<file path="config.mk">
export PLATFORM = sky130hd
export DESIGN_NAME = blackparrot_fpga_host_axil_read_arbiter
export DESIGN_NICKNAME = d
export VERILOG_FILES = /design/src/rtl/blackparrot_fpga_host_pkg.sv /design/src/rtl/blackparrot_fpga_host_axil_read_arbiter_rr.sv /design/src/rtl/blackparrot_fpga_host_axil_read_arbiter.sv
export SDC_FILE = /design/constraint.sdc
export NUM_CORES = 1
export LEC_CHECK = 0
export ABC_AREA = 1
export CORE_MARGIN = 5
export CORE_UTILIZATION = 31
export CTS_CLUSTER_DIAMETER = 120
export DETAILED_ROUTE_END_ITERATION = 7
export GPL_ROUTABILITY_DRIVEN = 0
export GPL_TIMING_DRIVEN = 0
export PLACE_DENSITY_LB_ADDON = 0.3
export SYNTH_ARGS = -nofsm -noshare
export SYNTH_HDL_FRONTEND = slang
export SYNTH_SLANG_ARGS = --single-unit
</file>
<file path="constraint.sdc">
create_clock -name s_axil_aclk -period 1.25 [get_ports s_axil_aclk]
set_input_delay 0.1875 -clock s_axil_aclk [delete_from_list [all_inputs] [get_ports s_axil_aclk]]
set_output_delay 0.1875 -clock s_axil_aclk [all_outputs]
set_load 0.01 [all_outputs]
</file>
<file path="src/rtl/blackparrot_fpga_host_pkg.sv">
// -----------------------------------------------------------------------------
// blackparrot_fpga_host_pkg
//   Shared types and helpers for the BlackParrot FPGA host AXI4-Lite blocks.
//   - arb_state_e   : read-arbiter FSM states
//   - owner_width() : index width for a master count, never less than 1 bit
// -----------------------------------------------------------------------------
package blackparrot_fpga_host_pkg;

    typedef enum logic [1:0] {
        e_arb_idle = 2'd0,
        e_arb_addr = 2'd1,
        e_arb_resp = 2'd2
    } arb_state_e;

    function automatic int unsigned owner_width(input int unsigned num_masters);
        return (num_masters > 1) ? $clog2(num_masters) : 1;
    endfunction

    localparam int unsigned ARB_DEFAULT_MASTERS = 2;
    localparam int unsigned ARB_DEFAULT_OWNER_W = owner_width(ARB_DEFAULT_MASTERS);

endpackage

</file>
<file path="src/rtl/blackparrot_fpga_host_axil_read_arbiter_rr.sv">
// -----------------------------------------------------------------------------
// bsg_arb_round_robin
//   Combinational round-robin grant over inputs_p requesters. The search
//   starts at an internal pointer; on yumi_i the pointer moves to the slot
//   after the current winner.
// Ports
//   clk_i, rst_ni  clock, asynchronous active-low reset (pointer -> 0)
//   reqs_i         request vector
//   grants_o       one-hot grant (0 when no request)
//   tag_o          index of the granted requester
//   v_o            a grant is being offered
//   yumi_i         consumer accepted the current grant
// -----------------------------------------------------------------------------
module bsg_arb_round_robin
    import blackparrot_fpga_host_pkg::*;
#(
    parameter  int unsigned inputs_p     = 2,
    localparam int unsigned lg_inputs_lp = owner_width(inputs_p)
) (
    input  logic                    clk_i,
    input  logic                    rst_ni,
    input  logic [inputs_p-1:0]     reqs_i,
    output logic [inputs_p-1:0]     grants_o,
    output logic [lg_inputs_lp-1:0] tag_o,
    output logic                    v_o,
    input  logic                    yumi_i
);

    logic [lg_inputs_lp-1:0] r_ptr;

    always_comb begin
        int unsigned             w_idx;
        logic [lg_inputs_lp-1:0] w_tag;
        logic                    w_found;
        grants_o = '0;
        tag_o    = '0;
        v_o      = 1'b0;
        w_found  = 1'b0;
        w_idx    = 0;
        w_tag    = '0;
        for (int unsigned i = 0; i < inputs_p; i++) begin
            w_idx = (32'(r_ptr) + i) % inputs_p;
            w_tag = lg_inputs_lp'(w_idx);
            if (!w_found && reqs_i[w_tag]) begin
                w_found         = 1'b1;
                v_o             = 1'b1;
                tag_o           = w_tag;
                grants_o[w_tag] = 1'b1;
            end
        end
    end

    always_ff @(posedge clk_i or negedge rst_ni) begin
        if (!rst_ni) begin
            r_ptr <= '0;
        end else if (yumi_i && v_o) begin
            r_ptr <= (32'(tag_o) == inputs_p - 1) ? '0 : tag_o + lg_inputs_lp'(1);
        end
    end

endmodule

</file>
<file path="src/rtl/blackparrot_fpga_host_axil_read_arbiter.sv">
// -----------------------------------------------------------------------------
// blackparrot_fpga_host_axil_read_arbiter
//   Shares one AXI4-Lite read port among NUM_MASTERS_P read masters with
//   round-robin grant and a single read outstanding system-wide. The response
//   is routed only to the master that issued the read.
// Ports
//   s_axil_aclk / s_axil_aresetn   clock, asynchronous active-low reset
//   s_axil_ar*  (N-wide, packed)   per-master read address channel
//   s_axil_r*   (N-wide, packed)   per-master read data channel
//   m_axil_ar*                     downstream read address channel
//   m_axil_r*                      downstream read data channel
// -----------------------------------------------------------------------------
module blackparrot_fpga_host_axil_read_arbiter
    import blackparrot_fpga_host_pkg::*;
#(
    parameter int unsigned NUM_MASTERS_P     = 2,
    parameter int unsigned S_AXIL_ADDR_WIDTH = 64,
    parameter int unsigned S_AXIL_DATA_WIDTH = 32
) (
    input  logic                                       s_axil_aclk,
    input  logic                                       s_axil_aresetn,

    input  logic [NUM_MASTERS_P*S_AXIL_ADDR_WIDTH-1:0] s_axil_araddr,
    input  logic [NUM_MASTERS_P*3-1:0]                 s_axil_arprot,
    input  logic [NUM_MASTERS_P-1:0]                   s_axil_arvalid,
    output logic [NUM_MASTERS_P-1:0]                   s_axil_arready,
    output logic [NUM_MASTERS_P*S_AXIL_DATA_WIDTH-1:0] s_axil_rdata,
    output logic [NUM_MASTERS_P*2-1:0]                 s_axil_rresp,
    output logic [NUM_MASTERS_P-1:0]                   s_axil_rvalid,
    input  logic [NUM_MASTERS_P-1:0]                   s_axil_rready,

    output logic [S_AXIL_ADDR_WIDTH-1:0]               m_axil_araddr,
    output logic [2:0]                                 m_axil_arprot,
    output logic                                       m_axil_arvalid,
    input  logic                                       m_axil_arready,
    input  logic [S_AXIL_DATA_WIDTH-1:0]               m_axil_rdata,
    input  logic [1:0]                                 m_axil_rresp,
    input  logic                                       m_axil_rvalid,
    output logic                                       m_axil_rready
);

    localparam int unsigned N  = NUM_MASTERS_P;
    localparam int unsigned AW = S_AXIL_ADDR_WIDTH;
    localparam int unsigned DW = S_AXIL_DATA_WIDTH;
    localparam int unsigned OW = owner_width(N);

    arb_state_e    r_state;
    arb_state_e    w_state_nxt;
    logic [AW-1:0] r_addr;
    logic [2:0]    r_prot;
    logic [OW-1:0] r_owner;

    logic [N-1:0]  w_grants;
    logic [OW-1:0] w_grant_tag;
    logic          w_grant_v;
    logic          w_accept;
    logic          w_r_hs;

    // The arbiter pointer advances at grant rather than at the R handshake.
    // With one read in flight the pointer is only consulted in IDLE, so both
    // choices yield the same grant sequence.
    bsg_arb_round_robin #(
        .inputs_p (N)
    ) u_rr (
        .clk_i    (s_axil_aclk),
        .rst_ni   (s_axil_aresetn),
        .reqs_i   (s_axil_arvalid),
        .grants_o (w_grants),
        .tag_o    (w_grant_tag),
        .v_o      (w_grant_v),
        .yumi_i   (w_accept)
    );

    // arready is combinational on arvalid; gating with reset keeps every
    // output low while aresetn is held, even if masters keep requesting.
    assign w_accept = (r_state == e_arb_idle) && w_grant_v && s_axil_aresetn;
    assign w_r_hs   = (r_state == e_arb_resp) && m_axil_rvalid && s_axil_rready[r_owner];

    always_ff @(posedge s_axil_aclk or negedge s_axil_aresetn) begin
        if (!s_axil_aresetn) begin
            r_state <= e_arb_idle;
        end else begin
            r_state <= w_state_nxt;
        end
    end

    always_comb begin
        w_state_nxt = r_state;
        case (r_state)
            e_arb_idle: if (w_accept)       w_state_nxt = e_arb_addr;
            e_arb_addr: if (m_axil_arready) w_state_nxt = e_arb_resp;
            e_arb_resp: if (w_r_hs)         w_state_nxt = e_arb_idle;
            default:                        w_state_nxt = e_arb_idle;
        endcase
    end

    always_ff @(posedge s_axil_aclk or negedge s_axil_aresetn) begin
        if (!s_axil_aresetn) begin
            r_addr  <= '0;
            r_prot  <= '0;
            r_owner <= '0;
        end else if (w_accept) begin
            r_addr  <= s_axil_araddr[32'(w_grant_tag)*AW +: AW];
            r_prot  <= s_axil_arprot[32'(w_grant_tag)*3 +: 3];
            r_owner <= w_grant_tag;
        end
    end

    always_comb begin
        s_axil_arready = '0;
        s_axil_rdata   = '0;
        s_axil_rresp   = '0;
        s_axil_rvalid  = '0;
        m_axil_araddr  = '0;
        m_axil_arprot  = '0;
        m_axil_arvalid = 1'b0;
        m_axil_rready  = 1'b0;
        case (r_state)
            e_arb_idle: begin
                if (w_accept) begin
                    s_axil_arready = w_grants;
                end
            end
            e_arb_addr: begin
                m_axil_arvalid = 1'b1;
                m_axil_araddr  = r_addr;
                m_axil_arprot  = r_prot;
            end
            e_arb_resp: begin
                s_axil_rvalid[r_owner]                 = m_axil_rvalid;
                s_axil_rdata[32'(r_owner)*DW +: DW]    = m_axil_rdata;
                s_axil_rresp[32'(r_owner)*2 +: 2]      = m_axil_rresp;
                m_axil_rready                          = s_axil_rready[r_owner];
            end
            default: ;
        endcase
    end

endmodule
</file>
Yosys cells after proc, flatten, opt, wreduce, memory -nomap -nowiden
Index checks and enable logic that the tools add are counted.
Widths: inputs -> output; s select.
Word-level totals
  bits in writable memories: 0
  memory bits (read-only): 0
  logic and storage cells: 75
  memories: 0
  register bits: 71
  bits in latches: 0
Cells by class
  div/mod/pow operators: 0
  muxes and demuxes: 32
  multipliers: 1
  bitwise gates (word level): 4
  shift operators: 6
  $add $sub $neg: 4
  magnitude comparators: 6
  reduce and logical (&&, ||, !) cells: 12
  eq/ne operators: 5
Operators by type and width (number)
  $mux 64: 2
  $shiftx 128x8->64: 1
  $and 64x64->64: 1
  $shift 32x34->64 const A: 1
  $shiftx 32x34->64: 1
  $neg 2->34: 1
  $neg 6->34: 1
  $shift 2x34->4 const A: 1
  $shiftx 2x34->4: 1
  $mux 1: 16
  $mux 2: 8
  $logic_and 1x1->1: 9
  $lt 1x2->1 const B: 3
  $pmux 2 s3: 1
  $shiftx 6x4->3: 1
  $and 4x4->4: 1
  $mux 4: 1
  $ne 2x2->1 const B: 2
  $demux 1 s1: 3
  $ge 1x1->1 const B: 3
  $mul 1x2->3 const B: 1
  $mux 3: 1
  $reduce_and 3->1: 1
  $add 1x1->1 const B: 2
  7 further kinds: 7

Longest topological paths before layout
Gate-level depths: netlist of the first run.
  depth after elaboration: 10
  mapped depth: 8

Modules after synthesis
From an unflattened synthesis of the first run, not the netlist that was laid out.
Second synthesis, totals
  cells, all modules: 801
  area total of the unflattened synthesis: 4702.0 sq um
Modules (own cells, without submodules)
  blackparrot_fpga_host_axil_read_arbiter: cells each 782, area an instance 4606.9 sq um, instances 1
  bsg_arb_round_robin: cells each 19, area an instance 95.1 sq um, instances 1

Least setup slack after synthesis of the first run
Ideal clock, no wire load.
  path type: flip-flop to output port
  start: register r_state[0]
  end: output port s_axil_rdata[10]
  stages on the path, launching flop included: 5
  buffers on the path: 1
  arrival: 1.109 ns
  setup slack: -0.046 ns
  cells stage by stage: dfrtp_1 -> nor2_1 -> nand2_1 -> clkbuf_1 -> nor2_1
Between the ends
  longest elaborated chain between the ends: 2
RTL lines
  start, declared: RTL line blackparrot_fpga_host_axil_read_arbiter.sv:47  | arb_state_e r_state;
  start signal, assigned: RTL line blackparrot_fpga_host_axil_read_arbiter.sv:81  | r_state <= e_arb_idle;
  start signal, assigned: RTL line blackparrot_fpga_host_axil_read_arbiter.sv:83  | r_state <= w_state_nxt;
  $eq 2x2->1: RTL line blackparrot_fpga_host_axil_read_arbiter.sv:118  | case (r_state)
  $mux 64: RTL line blackparrot_fpga_host_axil_read_arbiter.sv:118
  end, declared: RTL line blackparrot_fpga_host_axil_read_arbiter.sv:27  | output logic [NUM_MASTERS_P*S_AXIL_DATA_WIDTH-1:0] s_axil_rdata,
Every way passes these cells.

Worst setup path after layout of the first run
  start: register r_state[0]
  end: output port s_axil_rdata[0]
Same word-level chain as after synthesis.

==> reports/metrics.yaml, run 1 <==
clock_network:
  tritoncts_clock_tree: "yes"
  cts_max_level: 3
  tritoncts_num_sinks: 71
  clkTransAtPathRegs_ns: 0.06
  ctsLongestPathBuffers: 2
  clk_root_buffer_cell: "clkbuf_16"
  numCtsBuffers: 9
  clock_latency_ns: 0.34
timing:
  final.hold.worst_slack_ns: -0.364
  final.setup_skew_ns: 0.00760
  setup_violations_final: 210
  tightest_slew_ns: 0.481
  max_clock_freq_ghz: 0.527
  clock_period_minus_final_worst_setup_slack_ns: 1.90
  finalWorstSetupSlack_ns: -0.647
  timing_hold_violations_final: 71
  slew_viol_final: 0
  grt_setup_unrepaired: "yes"
  tns_ns: -80.59
  relSlewSlack_pct: 68.0
  layout_worst_path_cycle_share_pct: 152
logic_synthesis:
  count_of_synthesis_stage_warnings_from_yosys: 0
  synthesis.nets: 1036
  postSynthCellCount: 860
  netlist-cell-type-count: 13
  synth.yosys.seq_area_share_pct: 35.9
  mappedNetlistArea_um2: 4940
  synth_top_cell_by_area: "dfrtp_1"
  syn_avg_cell_area_um2: 5.75
  cells_taking_the_most_area_after_synthesis: "dfrtp_1 (36%), inv_1 (18%), nand2_1 (17%)"
  portion_of_synthesized_cell_area_occupied_by_the_leading_cell_type_pct: 35.9
  synth-seq-cells: 71
finish:
  finalCoreUtilization_pct: 67.6
  num_antenna_cells: 0
  multi_input_gate_area_in_the_final_layout_um2: 3040
  drive_gt1_share_pct: 36.8
  syn_to_final_growth_pct: 116
  ff_latch_area_um2: 1780
  nFillCells: 1369
  num-nets-final: 1427
worst_hold_path:
  min-delay-path-class: "in2async"
die:
  start_util_pct: 31.3
  core_area_um2: 15800
  ios: 317
  std_cell_rows: 46
  dieArea_um2: 18600
  die_width_um: 136
  die_h_um: 136
global_routing:
  groute.usage.overall_pct: 22.5
  grt_overflow_total: 0
  gr-usage-met2_pct: 42.4
  global_route.usage.met1_pct: 23.6
  grt.busiest_layer: "met2"
  number_of_antenna_violations_at_the_first_check_in_global_routing: 0
  number_of_global_route_vias_before_repair: 6008
  grt_pass1_wl_um: 32300
  maximum_number_of_pins_on_one_net_before_global_route_repair: 71
  groute.layer.met3.usage_pct: 7.22
power_and_ir_drop:
  ir_worst_vdd_v: 0.000850
  leakagePower_nw: 5.84
  design_power_total_w: 0.0183
  power_per_cell_area_nw_per_um2: 1720
route:
  postRouteAntennaNets: 0
  wirelength_um: 23100
  drt_first_iter_violations: 222
  drt_drc_violations_left: 0
  detail_route.first_pass.iterations: 5
  post_drt_wl_per_cell_um: 15.7
  routed_via_density: 4.41
  vias: 6488
critical_path:
  critical_path.max_fanout: 8
  worst-setup-path-type: "reg2out"
  worstSetupEndpointType: "primary output"
  cp_data_required_time_ns: 1.06
  worst-endpoint-arrival_ns: 1.71
  worst_setup_path_start_kind: "flop"
status:
  outcome: "complete, but fails checks"
  failed_checks: "negative hold slack, negative setup slack"
run:
  max_cap_viol_count: 0
placement:
  hpwl_um: 16000
  detailedPlace.worstSlack_ns: -1.24
  numPortBuffers: 316
[power by group]
part           leakage, nW  internal (W)  switching, W
sequential           0.871       0.00344      0.000738
clock                0.142       0.00154       0.00101
combinational         4.83       0.00582       0.00580
total                 5.84        0.0108       0.00755
[cell usage in the layout, fill, tap and decap left out, types with 4 or more instances in the layout]
master,netlist,routed
inv_1,243,238
nor2_4,1,55
dfrtp_1,71,70
clkdlybuf4s50_1,0,173
clkbuf_16,0,27
buf_8,0,22
nand2_2,0,31
buf_4,1,36
nand2_1,219,171
clkbuf_2,0,4
inv_2,1,5
nand2_4,0,15
nor2_2,0,31
nor2_1,140,55
nand3_1,134,82
nand3_2,0,49
buf_12,0,4
buf_6,0,78
buf_2,17,82
[sequential cells by signal, indices dropped and copies added, names as in the netlist]
signal / flops
r_addr: 64
r_prot: 3
r_state: 2
r_owner: 1
u_rr.r_ptr: 1
[path summary, 6_finish.rpt]
check | start | endpoint | slack, ns | depth (start not counted)
setup / recovery | r_state[0] | s_axil_rdata[0] | -0.65 | 6
hold / removal | s_axil_aresetn | r_addr[5] | -0.36 | 1
setup reg to reg | r_state[0] | r_addr[43] | -0.26 | 9
hold reg to reg | r_addr[24] | r_addr[24] | 0.47 | 2
max in group asynchronous | s_axil_aresetn | r_state[0] | 1.08 | 2
min in group s_axil_aclk | m_axil_arready | r_state[0] | 0.43 | 2
[cells by family (layout without fill, tap and decap cells)]
kind of cell	count (synthesis)	after routing	share of synthesized area, %
simple gates	495	495	41.2
buf+inv	292	688	22.7
compound gates	2	2	0.202
flops	71	71	35.9
[final cells by class]
class / instances / area share (%)
Buffer: 46 / 6.21
Sequential cell: 71 / 16.7
Clock inverter: 6 / 0.575
Tap cell: 216 / 2.53
Multi-Input combinational cell: 497 / 28.5
Timing Repair Buffer: 382 / 34.7
Clock buffer: 10 / 2.15
Inverter: 244 / 8.71
[per-stage QoR]
| stage | instances | instance area [um2] |
|---|---|---|
| 2_1_floorplan | 860 | 5140 |
| 3_3_place_gp | 1392 | 8570 |
| 3_5_place_dp | 1393 | 8600 |
| 4_1_cts | 1465 | 9840 |
| 5_1_grt | 1472 | 10700 |
| 6_report | 1472 | 10700 |
[cell usage after synthesis]
master	number
nand3_1	134
nand2_1	219
inv_2	1
inv_1	243
buf_1	7
nor2_1	140
buf_2	17
clkbuf_1	23
o21ai_0	2
dfrtp_1	71
and2_1	1
buf_4	1
nor2_4	1
[repair_timing]
| action | in CTS | in global routing |
|---|---|---|
| setup endpoints to repair | 211 | 212 |
| resized for setup | 785 | 227 |
| cloned | 16 | 4 |
| endpoints found under the hold margin | 71 | 71 |
| pin swaps | 30 | 49 |
| buffers inserted | 40 | 9 |
[worst max-delay path, stage by stage (launching register included)]
cell,delay (ns)
dfrtp_2,0.43
nor2_4,0.23
nand2_4,0.17
buf_4,0.18
buf_6,0.11
nor2_1,0.10
buf_2,0.16
[layer usage]
layer  wire (um)  part of all wire, %
met1        8300                   36
met2       12200                   53
met3        1990                  8.6
met4         646                  2.8
met5           0                    0
(Power assumes the default switching activity.)
==> run 2, diff against run 1 <==
Clock period 1.25 ns to 2.5 ns, I/O delays scaled along.
==> run 2 against run 1 <==
  * The flow now finishes without violations
  * Largest cell class unchanged
  * Wire length decreased by 13%
  * Utilization decreased by 12 points
  * Die area unchanged
==> reports/metrics.yaml, run 2 (synthesis gave the netlist of run 1 again) <==
critical_path:
  worst_setup_path_start_kind: "flop"  # unchanged
  critical-path-max-stage-delay_ns: 0.58  # was 0.43 ns
  worst-setup-path-type: "reg2out"  # unchanged
  worstSetupEndpointType: "primary output"  # unchanged
  ff2ff_setup_slack_ns: 0.73  # was -0.26 ns
  critPathSlowestCell: "clkdlybuf4s50_1"  # was dfrtp_2
  cp.buffers_inverters: 2  # was 3
  crit-reg2reg-capture: "r_state[0]"  # was r_addr[43]
  cp_data_required_time_ns: 2.12  # was 1.06 ns
  worst-endpoint-arrival_ns: 2.02  # was 1.71 ns
  critical_path.max_fanout: 10  # was 8
  cp_top_family: "buffers and inverters"  # was simple AND/OR/NAND/NOR gates
  reg2regPathDepth: 8  # was 9
  r2r_start: "r_state[0]"  # unchanged
  worstPathCellList: "nor2_4 > nand2_2 > buf_2 > nor2_1 > clkdlybuf4s50_1"  # was nor2_4 > nand2_4 > buf_4 > buf_6 > nor2_1 > buf_2
route:
  routed_via_density: 4.31  # was 4.41
  vias: 6067  # was 6488
  drt_drc_violations_left: 0  # unchanged
  postRouteAntennaNets: 0  # unchanged
  detail_route.first_pass.iterations: 4  # was 5
  wirelength_um: 20000  # was 23100 um
  drt_first_iter_violations: 219  # was 222
  post_drt_wl_per_cell_um: 14.2  # was 15.7 um
clock_network:
  clock_latency_ns: 0.33  # was 0.34 ns
  clkTransAtPathRegs_ns: 0.06  # about the same
  clk_root_buffer_cell: "clkbuf_16"  # unchanged
  numCtsBuffers: 9  # unchanged
  cts_max_level: 3  # unchanged
  ctsLongestPathBuffers: 2  # unchanged
  tritoncts_clock_tree: "yes"  # unchanged
  tritoncts_num_sinks: 71  # unchanged
die:
  dieArea_um2: 18600  # unchanged
  ios: 317  # unchanged
  die_width_um: 136  # unchanged
  start_util_pct: 31.3  # unchanged
  core_area_um2: 15800  # unchanged
  std_cell_rows: 46  # unchanged
  die_h_um: 136  # unchanged
placement:
  hpwl_um: 16000  # about the same
  numPortBuffers: 316  # unchanged
  post-place-cells: 1393  # unchanged
  detailedPlace.worstSlack_ns: -0.526  # was -1.24 ns
global_routing:
  grt_pass1_wl_um: 30200  # was 32300 um
  number_of_antenna_violations_at_the_first_check_in_global_routing: 1  # was 0
  groute.usage.overall_pct: 20.8  # was 22.5%
  maximum_number_of_pins_on_one_net_before_global_route_repair: 39  # was 71
  number_of_global_route_vias_before_repair: 5839  # was 6008
  grt_overflow_total: 0  # unchanged
timing:
  finalWorstSetupSlack_ns: 0.109  # was -0.647 ns
  tns_ns: 0  # was -80.59 ns
  setup_violations_final: 0  # was 210
  tightest_slew_ns: 0.561  # was 0.481 ns
  grt_setup_unrepaired: "yes"  # unchanged
  relSlewSlack_pct: 62.6  # was 68.0%
  final.setup_skew_ns: 0.00982  # was 0.00760 ns
  slew_viol_final: 0  # unchanged
  layout_worst_path_cycle_share_pct: 95.6
  clock_period_minus_final_worst_setup_slack_ns: 2.39
  max_clock_freq_ghz: 0.418
  final.hold.worst_slack_ns: 0.00991  # was -0.364 ns
  timing_hold_violations_final: 0  # was 71
finish:
  num-nets-final: 1364  # was 1427
  largest_reg_flops: 64  # unchanged
  nFillCells: 1603  # was 1369
  instances_no_fill: 1409  # was 1472
  multi_input_gate_area_in_the_final_layout_um2: 2110  # was 3040 um2
  drive_gt1_share_pct: 4.27  # was 36.8%
  final_common_cell: "clkdlybuf4s50_1"  # was inv_1
  num_antenna_cells: 0  # unchanged
  max_flop_register: "r_addr"  # unchanged
  syn_to_final_growth_pct: 77.7  # was 116%
  most-common-layout-cells: "clkdlybuf4s50_1 (309), inv_1 (242), nand2_1 (213)"  # was inv_1 (238), clkdlybuf4s50_1 (173), nand2_1 (171)
  largestRegisters: "r_addr x64, r_prot x3, r_state x2"  # unchanged
  ff_latch_area_um2: 1780  # about the same
power_and_ir_drop:
  cell_internal_pwr_w: 0.00427  # was 0.0108 W
  pwr-share-clk_pct: 17.7  # was 13.9%
  power.switching_w: 0.00290  # was 0.00755 W
  leakagePower_nw: 4.81  # was 5.84 nW
  power_frac_comb_pct: 54.1  # was 63.4%
  pwr-share-seq_pct: 28.2  # was 22.8%
  sw_frac_of_total_pct: 40.4  # was 41.1%
  ir_worst_vdd_v: 0.000435  # was 0.000850 V
  power_per_cell_area_nw_per_um2: 816  # was 1720 nW/um2
worst_hold_path:
  min-delay-path-class: "in2async"  # unchanged
status:
  outcome: "finished clean"  # was complete, but fails checks
run:
  max_cap_viol_count: 0  # unchanged
[run 2: through the flow]
stage	power [W]	cell area [um2]	util [%]
6_report	0.00716	8780	55.7
5_1_grt	0.00777	8780	55.7
4_1_cts	0.00724	8760	55.5
3_5_place_dp	0.00587	8390	53.2
3_3_place_gp	0.00580	8380	53.1
2_1_floorplan	0.00393	4940	-
[run 2: metal layers]
layer  global-route usage [%]  vias to the layer above  part of all wire, %  wire length, um
met1                     23.4                     2724                   39             7800
li1                         -                     3102                    -                -
met2                     37.3                      220                   50             9960
met5                        0                        -                0.035                7
met4                     6.61                        2                  1.7              343
met3                     6.74                       19                  9.6             1920
[run 2: final cells by class]
class	count	share of cell area (%)
Tap cell	216	3.08
Multi-Input combinational cell	497	24.0
Buffer	46	2.38
Clock buffer	13	2.74
Clock inverter	3	0.499
Inverter	244	10.4
Sequential cell	71	20.2
Timing Repair Buffer	319	36.7
[run 2: power by group through the flow]
stage               registers, W  logic [W]  clock network [W]
floorplan                0.00195    0.00198                  0
global placement         0.00199    0.00381                  0
detailed placement       0.00202    0.00385                  0
CTS                      0.00201    0.00393            0.00130
global route             0.00209    0.00433            0.00135
finish                   0.00202    0.00387            0.00127
[run 2: worst max-delay path by stage]
stage | start | cells after the start | slack [ns] | endpoint
floorplan | s_axil_arvalid[0] | 8 | 0.99 | s_axil_arready[0]
global placement | s_axil_aresetn | 7 | -3.04 | s_axil_arready[0]
detailed placement | s_axil_arvalid[1] | 8 | -0.53 | s_axil_arready[1]
CTS | r_state[1] | 6 | -0.06 | m_axil_araddr[56]
global route | r_state[0] | 5 | -0.02 | s_axil_rdata[29]
finish | r_state[0] | 5 | 0.11 | s_axil_rdata[8]
[run 2: what timing repair did]
item	in CTS	in global routing
hold buffers	1	0
endpoints found under the setup margin	74	115
pin swaps	1	1
resized for setup	22	18
endpoints found under the hold margin	33	0
setup buffers	1	0
==> run 3, diff against run 2 <==
Settings changed: CORE_MARGIN 5 to 4.
==> run 3 against run 2 <==
  * Critical path depth up 4
  * Sequential power about the same
  * First-iteration DRC count up 5.5%
  * Cell count down 0.21%
  * Wire length down 1.4%
  * Sequential cell count unchanged
  * Via count up 0.28%
==> reports/metrics.yaml, run 3 (synthesis gave the netlist of run 1 again) <==
status:
  outcome: "finished clean"  # unchanged
placement:
  numPortBuffers: 316  # unchanged
  detailedPlace.worstSlack_ns: -0.496  # was -0.526 ns
  post-place-cells: 1388  # was 1393
  hpwl_um: 15700  # was 16000 um
  placed_instance_area_um2: 8400  # was 8390 um2
route:
  detail_route.first_pass.iterations: 4  # unchanged
  drt_first_iter_violations: 231  # was 219
  vias: 6084  # was 6067
  post_drt_wl_per_cell_um: 14.0  # was 14.2 um
  drt_drc_violations_left: 0  # unchanged
  wirelength_um: 19700  # was 20000 um
  routed_via_density: 4.33  # was 4.31
  postRouteAntennaNets: 0  # unchanged
critical_path:
  critPathCapture: "s_axil_arready[0]"  # was s_axil_rdata[8]
  worst-setup-path-type: "in2out"  # was reg2out
  worst_setup_path_start_kind: "input port"  # was flop
  worst-endpoint-arrival_ns: 2.11  # was 2.02 ns
  r2r_start: "r_state[0]"  # unchanged
  crit-reg2reg-capture: "r_addr[43]"  # was r_state[0]
  worstSetupStartpoint: "s_axil_arvalid[0]"  # was r_state[0]
  critical_path.max_fanout: 15  # was 10
  reg2regPathDepth: 9  # was 8
  cp_data_required_time_ns: 2.12  # about the same
  ff2ff_setup_slack_ns: 0.71  # was 0.73 ns
  worstSetupEndpointType: "primary output"  # unchanged
timing:
  timing_hold_violations_final: 0  # unchanged
  max_clock_freq_ghz: 0.403  # was 0.418 GHz
  clock_period_minus_final_worst_setup_slack_ns: 2.48  # was 2.39 ns
  finalWorstSetupSlack_ns: 0.0188  # was 0.109 ns
  grt_setup_unrepaired: "yes"  # unchanged
  relSlewSlack_pct: 65.4  # was 62.6%
  final.setup_skew_ns: 0.00743  # was 0.00982 ns
  layout_worst_path_cycle_share_pct: 99.2  # was 95.6%
  tightest_slew_ns: 0.519  # was 0.561 ns
  slew_viol_final: 0  # unchanged
  final.hold.worst_slack_ns: 0.0878  # was 0.00991 ns
  setup_violations_final: 0  # unchanged
finish:
  syn_to_final_growth_pct: 79.3  # was 77.7%
  final_cell_area_um2: 8860  # was 8780 um2
  largestRegisters: "r_addr x64, r_prot x3, r_state x2"  # unchanged
  most-common-layout-cells: "clkdlybuf4s50_1 (307), inv_1 (242), nand2_1 (213)"  # was clkdlybuf4s50_1 (309), inv_1 (242), nand2_1 (213)
  largest_reg_flops: 64  # unchanged
  instances_no_fill: 1406  # was 1409
  nFillCells: 1590  # was 1603
  max_flop_register: "r_addr"  # unchanged
  num_antenna_cells: 0  # unchanged
  final_common_cell: "clkdlybuf4s50_1"  # unchanged
  num-nets-final: 1369  # was 1364
  drive_gt1_share_pct: 4.77  # was 4.27%
clock_network:
  clock_latency_ns: 0.33  # about the same
  clk_root_buffer_cell: "clkbuf_16"  # unchanged
  ctsLongestPathBuffers: 2  # unchanged
  cts_max_level: 3  # unchanged
  numCtsBuffers: 9  # unchanged
  tritoncts_num_sinks: 71  # unchanged
  tritoncts_clock_tree: "yes"  # unchanged
  clkTransAtPathRegs_ns: 0.05  # was 0.06 ns
die:
  ios: 317  # unchanged
  std_cell_rows: 45  # was 46
  start_util_pct: 32.0  # was 31.3%
  die_width_um: 134  # was 136 um
  core_area_um2: 15400  # was 15800 um2
  die_h_um: 134  # was 136 um
  dieArea_um2: 18000  # was 18600 um2
global_routing:
  grt_pass1_wl_um: 30500  # was 30200 um
  groute.usage.overall_pct: 21.4  # was 20.8%
  number_of_global_route_vias_before_repair: 5809  # was 5839
  number_of_antenna_violations_at_the_first_check_in_global_routing: 1  # unchanged
  maximum_number_of_pins_on_one_net_before_global_route_repair: 24  # was 39
  grt_overflow_total: 0  # unchanged
worst_hold_path:
  min-delay-path-class: "in2async"  # unchanged
power_and_ir_drop:
  leakagePower_nw: 4.89  # was 4.81 nW
  design_power_total_w: 0.00710  # was 0.00716 W
  power_per_cell_area_nw_per_um2: 801  # was 816 nW/um2
  ir_worst_vdd_v: 0.000381  # was 0.000435 V
run:
  max_cap_viol_count: 0  # unchanged
run 3: changes by cell type in the layout (fill, tap and decap cells not counted), sizes merged, moves of 2 or more:
cell and delta:
dlymetal6s2s +2, buf +5, clkdlybuf4s50 -2, clkbuf -3
run 3: power by group:
| group | switching, W | internal, W |
|---|---|---|
| sequential | 0.000305 | 0.00172 |
| combinational | 0.00209 | 0.00180 |
| clock | 0.000458 | 0.000734 |
| total | 0.00285 | 0.00425 |
run 3: through the flow:
stage,setup TNS [ns],util [%]
6_report,0,57.5
5_1_grt,-0.0894,57.5
4_1_cts,-0.00182,57.3
3_5_place_dp,-0.925,54.4
3_3_place_gp,-285.16,54.3
2_1_floorplan,0,-
run 3: area by class of cell:
class	instances	area, um2	share of cell area (%)
multi-input combinational	497	2100	23.7
clock inverter	1	5.00	0.0565
tap	211	264	2.98
clock buffer	12	267	3.01
buffer	47	220	2.48
inverter	244	916	10.3
sequential	71	1780	20.0
timing repair buffer	323	3310	37.4
run 3: worst min-delay path by stage:
stage | depth (start not counted) | slack [ns] | from | end
global placement | 2 | 0.46 | r_addr[62] | r_addr[62]
finish | 3 | 0.09 | s_axil_aresetn | r_addr[54]
global route | 3 | 0.08 | s_axil_aresetn | r_addr[53]
floorplan | 0 | 0.08 | s_axil_aresetn | r_addr[0]
CTS | 3 | 0.07 | s_axil_aresetn | r_addr[50]
detailed placement | 1 | 0.32 | s_axil_aresetn | r_addr[58]
run 3: critical path, stage by stage:
cell and delay [ns]:
clkdlybuf4s50_1 0.47, inv_1 0.07, nand2_4 0.11, nand2_8 0.11, buf_4 0.20, inv_1 0.06
nand2_1 0.06, inv_1 0.06, clkdlybuf4s50_1 0.57
run 3: what timing repair did:
item                                   4_1_cts  5_1_grt
setup buffers                                1        0
endpoints found under the hold margin       25        0
hold buffers                                 4        0
setup endpoints to repair                   75       74
pin swaps                                    1        0
resized for setup                           26       17
cloned                                       1        0
run 3: layer usage:
layer	routed length, um	global-route usage (%)
met5	7	0
met4	246	5.37
met3	1830	7.69
met2	10200	39.5
met1	7440	23.3
==> patch 1, RTL diff (config.mk and constraints of run 3) <==
`NUM_MASTERS_P`: 2 -> 1.
--- a/src/rtl/blackparrot_fpga_host_axil_read_arbiter.sv
+++ b/src/rtl/blackparrot_fpga_host_axil_read_arbiter.sv
@@ -13,7 +13,7 @@
 module blackparrot_fpga_host_axil_read_arbiter
     import blackparrot_fpga_host_pkg::*;
 #(
-    parameter int unsigned NUM_MASTERS_P     = 2,
+    parameter int unsigned NUM_MASTERS_P     = 1,
     parameter int unsigned S_AXIL_ADDR_WIDTH = 64,
     parameter int unsigned S_AXIL_DATA_WIDTH = 32
 ) (
Interface: changed (8 resized); port bits go from 317 to 212. The function was not compared with the original's and may differ.
==> patch 1 against run 3 <==
- routed wire length fell by 39%
- area after synthesis fell by 28%
- clock skew is 0.0039 ns lower
- design area down 29%
- hold slack got worse by 0.069 ns
- worst setup slack improved by 0.082 ns
- critical path depth is 1 lower
- sequential cell count fell by 2
- fmax up 3.4%
- count of clock-buffer cells in the layout is 1 higher
- total power down 13%
- highest routed layer is now met4
==> patch 1: results <==
set metrics [dict create \
    status "finished clean" \
    dpl.hpwl_um 9250 \
    ir_worst_vdd_mv 0.432 \
    synth_area_leaders "dfrtp_1 (48%), nand2_1 (15%), inv_1 (11%)" \
    powerComb_uw 2760 \
    fillerInstances 1072 \
    grt_max_degree 70 \
    initialDrtViolationCount 184 \
    antenna_found_initial 0 \
    max_stage_delay_ns 0.53 \
    postPlaceCellArea_um2 5870 \
    maxSlewHeadroom_pct 72.5 \
    p_leak_uw 0.00322 \
    netlist_top_cells_count "nand2_1 (140), inv_1 (107), nor2_1 (103)" \
    gr-usage-all-layers_pct 17.8 \
    layout-drive-gt1-share_pct 6.67 \
    synth-adder-area-share_pct 0 \
    numPortBuffers 211 \
    post-place-ws_ns -0.420 \
    grt_first_pass_wirelength_um 18900 \
    ys_seq_area_share_pct 48.2 \
    skew_ns 0.00355 \
    crit_arrival_ns 2.02 \
    synth-compound-area-share_pct 0.140 \
    final_nets 852 \
    cts_setup_buffers 0 \
    wire_per_inst_um 13.5 \
    grt_pass1_vias 3986 \
    crit_fanout 10 \
    via_per_inst 4.40 \
    crit_path_start "s_axil_arvalid" \
    total_power_uw 6210 \
]
patch 1: cell count changes after synthesis, moves of 2 or more:
cell	delta
buf_2	+3
buf_4	+6
clkbuf_1	-20
dfrtp_1	-2
nand2_1	-79
inv_1	-136
nand3_1	-66
buf_1	-7
nor2_1	-37
patch 1: cells by family after synthesis:
family / count (synthesis)
buffers and inverters: 139
and+or+nand+nor: 313
AOI/OAI and AO/OA: 1
DFF: 69
patch 1: final timing paths:
check	slack, ns	cells past startpoint	end
worst max-delay path	0.10	8	s_axil_arready
worst min-delay path	0.02	2	r_addr[53]$_DFFE_PN0P_
worst max register to register	1.21	5	r_addr[16]$_DFFE_PN0P_
worst min register to register	0.47	2	r_addr[48]$_DFFE_PN0P_
max in group asynchronous	2.17	2	r_addr[33]$_DFFE_PN0P_
min in group s_axil_aclk	0.47	2	r_addr[48]$_DFFE_PN0P_
patch 1: final cells by class:
cell class              instances  area [um^2]  share of cell area (%)
inverters                     108          405                    6.46
flip-flops and latches         69         1730                    27.5
multi-input cells             314         1280                    20.5
clock inverters                 3         90.1                    1.43
plain buffers                  31          175                    2.79
repair buffers                212         2150                    34.3
well taps                     140          175                    2.79
clock buffers                  13          270                    4.30
patch 1: what timing repair did:
action	4_1_cts	5_1_grt
endpoints found under the hold margin	69	0
hold buffers	1	0
setup endpoints to repair	2	17
gates resized for setup	4	3
patch 1: metal layers:
| metal | track usage [%] | share of wire [%] | up-vias |
|---|---|---|---|
| li1 | - | - | 1956 |
| met1 | 20.3 | 39 | 1797 |
| met2 | 32.4 | 51 | 148 |
| met3 | 4.18 | 8.2 | 11 |
| met4 | 6.18 | 1.4 | 0 |
| met5 | 0 | 0 | - |
patch 1: critical path: cells and delay by family:
family | cells | cell delay (ns)
buf+inv | 6 | 1.49
simple gates | 2 | 0.16
==> patch 2, RTL diff (flow settings as in run 3) <==
Made on the original files. Re-encode `arb_state_e` (3 states) as one-hot, 3 bits wide.
--- a/src/rtl/blackparrot_fpga_host_pkg.sv
+++ b/src/rtl/blackparrot_fpga_host_pkg.sv
@@ -6,10 +6,10 @@
 // -----------------------------------------------------------------------------
 package blackparrot_fpga_host_pkg;
 
-    typedef enum logic [1:0] {
-        e_arb_idle = 2'd0,
-        e_arb_addr = 2'd1,
-        e_arb_resp = 2'd2
+    typedef enum logic [2:0] {
+        e_arb_idle = 3'b001,
+        e_arb_addr = 3'b010,
+        e_arb_resp = 3'b100
     } arb_state_e;
 
     function automatic int unsigned owner_width(input int unsigned num_masters);
Check against the original RTL: no difference found for any inputs over 4 cycles, from zero or initial values and one cycle with s_axil_aresetn low; so few cycles prove little.
==> patch 2 against run 3 <==
- total power down 13%
- routed wire length down 11%
- area after synthesis down 7.9%
- die area down 7.4%
- worst setup slack better by 0.086 ns
- highest routed layer is now met4
- sequential cell count up 1
- design area down 5.2%
- first-iteration DRC count down 21%
- hold slack worse by 0.063 ns
==> patch 2: results <==
set metrics [dict create \
    grt_max_degree 65 \
    path_clk_slew_ns 0.05 \
    skew_ns 0.00615 \
    async_flop_share_pct 100 \
    final_cell_count_no_fill 1251 \
    crit_arrival_ns 2.02 \
    grtUsageMet3_pct 6.80 \
    finalHoldViolations 0 \
    gr-usage-all-layers_pct 20.0 \
    p_leak_uw 0.00473 \
    clockBufferDepth 2 \
    routed.top_layer "met4" \
    synth-compound-area-share_pct 9.65 \
    final_nets 1238 \
    use_met1_pct 22.9 \
    yosysWarningCount 0 \
    routed-wl-met2_um 8940 \
    cts_root_buffer "clkbuf_16" \
    fillerInstances 1402 \
    layout-drive-gt1-share_pct 6.28 \
    max_stage_delay_ns 0.57 \
    switching_share_pct 37.5 \
    syn_area_per_cell_um2 6.23 \
    netlist_top_cells_count "nor2_1 (211), inv_1 (179), nand2_1 (146)" \
    antenna_found_initial 0 \
    status "finished clean" \
    clk_latency_ns 0.33 \
    initialDrtViolationCount 183 \
    synthFlopType "dfrtp_1" \
    comb_power_share_pct 49.3 \
    p_int_uw 3840 \
    synthXorXnorAreaFrac_pct 0 \
    ys_seq_area_share_pct 39.6 \
    grt_first_pass_wirelength_um 26200 \
    powerClk_uw 1200 \
    cts_made_buffers 9 \
    top_regs "r_addr: 64 flops, r_prot: 3 flops, r_state: 3 flops" \
    wl_met3_um 1740 \
    multi_input_area_um2 1870 \
    grt_pass1_vias 5158 \
    slowest_stage "clkdlybuf4s50_1" \
    synth-adder-area-share_pct 0 \
    drt-pass1-iter-count 4 \
    ys_types 21 \
    vias 5436 \
    drt-met1-wl_um 6730 \
    dpl.hpwl_um 13700 \
    crit_fanout 19 \
    synth_area_leaders "dfrtp_1 (39%), nor2_1 (17%), inv_1 (15%)" \
    postPlaceCellArea_um2 7970 \
    syn-num-nets 907 \
    met2_usage_pct 35.8 \
    ir_worst_vdd_mv 0.397 \
    post-place-ws_ns -0.147 \
    wirelength_um 17700 \
    maxSlewHeadroom_pct 73.5 \
    numPortBuffers 316 \
]
-- patch 2: cell count changes in the layout (fill, tap and decap cells not counted), sizes merged, moves of 5 or more --
cell,run 3,this run
nand3,134,4
nand2,219,148
nor2,141,212
o22ai,0,67
inv,244,180
dlymetal6s2s,6,33
clkdlybuf4s50,307,281
clkbuf,31,20
buf,34,39
-- patch 2: worst max-delay path: cells and delay by family --
kind,cells,cell delay (ns)
simple gates,3,0.25
buf+inv,4,1.39
-- patch 2: logic make-up after synthesis --
family | count (synthesis)
AOI/OAI and AO/OA | 71
buffers and inverters | 222
DFF | 72
and+or+nand+nor | 366
-- patch 2: worst paths after layout --
kind	startpoint	end	slack (ns)	cells after the start
setup / recovery	s_axil_arvalid[0]	s_axil_arready[0]	0.10	7
hold / removal	s_axil_aresetn	r_state[0]$_DFFE_PN1P_	0.02	1
setup reg to reg	r_state[0]$_DFFE_PN1P_	r_addr[12]$_DFFE_PN0N_	0.84	5
hold reg to reg	u_rr.r_ptr$_DFFE_PN0P_	u_rr.r_ptr$_DFFE_PN0P_	0.53	2
max in group asynchronous	s_axil_aresetn	r_owner$_DFFE_PN0N_	1.66	2
min in group s_axil_aclk	u_rr.r_ptr$_DFFE_PN0P_	u_rr.r_ptr$_DFFE_PN0P_	0.53	2
-- patch 2: final cells by class --
class	instances	share of cell area [%]
Multi-Input combinational cell	437	22.3
Clock buffer	13	2.98
Buffer	40	2.93
Inverter	180	8.04
Clock inverter	3	0.208
Timing Repair Buffer	322	39.4
Tap cell	184	2.74
Sequential cell	72	21.4
-- patch 2: what timing repair did --
item / in CTS / in global routing
pin swaps: 1 / 3
setup buffers: 0 / 4
hold endpoints to repair: 9 / 0
endpoints found under the setup margin: 122 / 91
cloned: 0 / 0
resized for setup: 11 / 45
hold buffers: 1 / 0
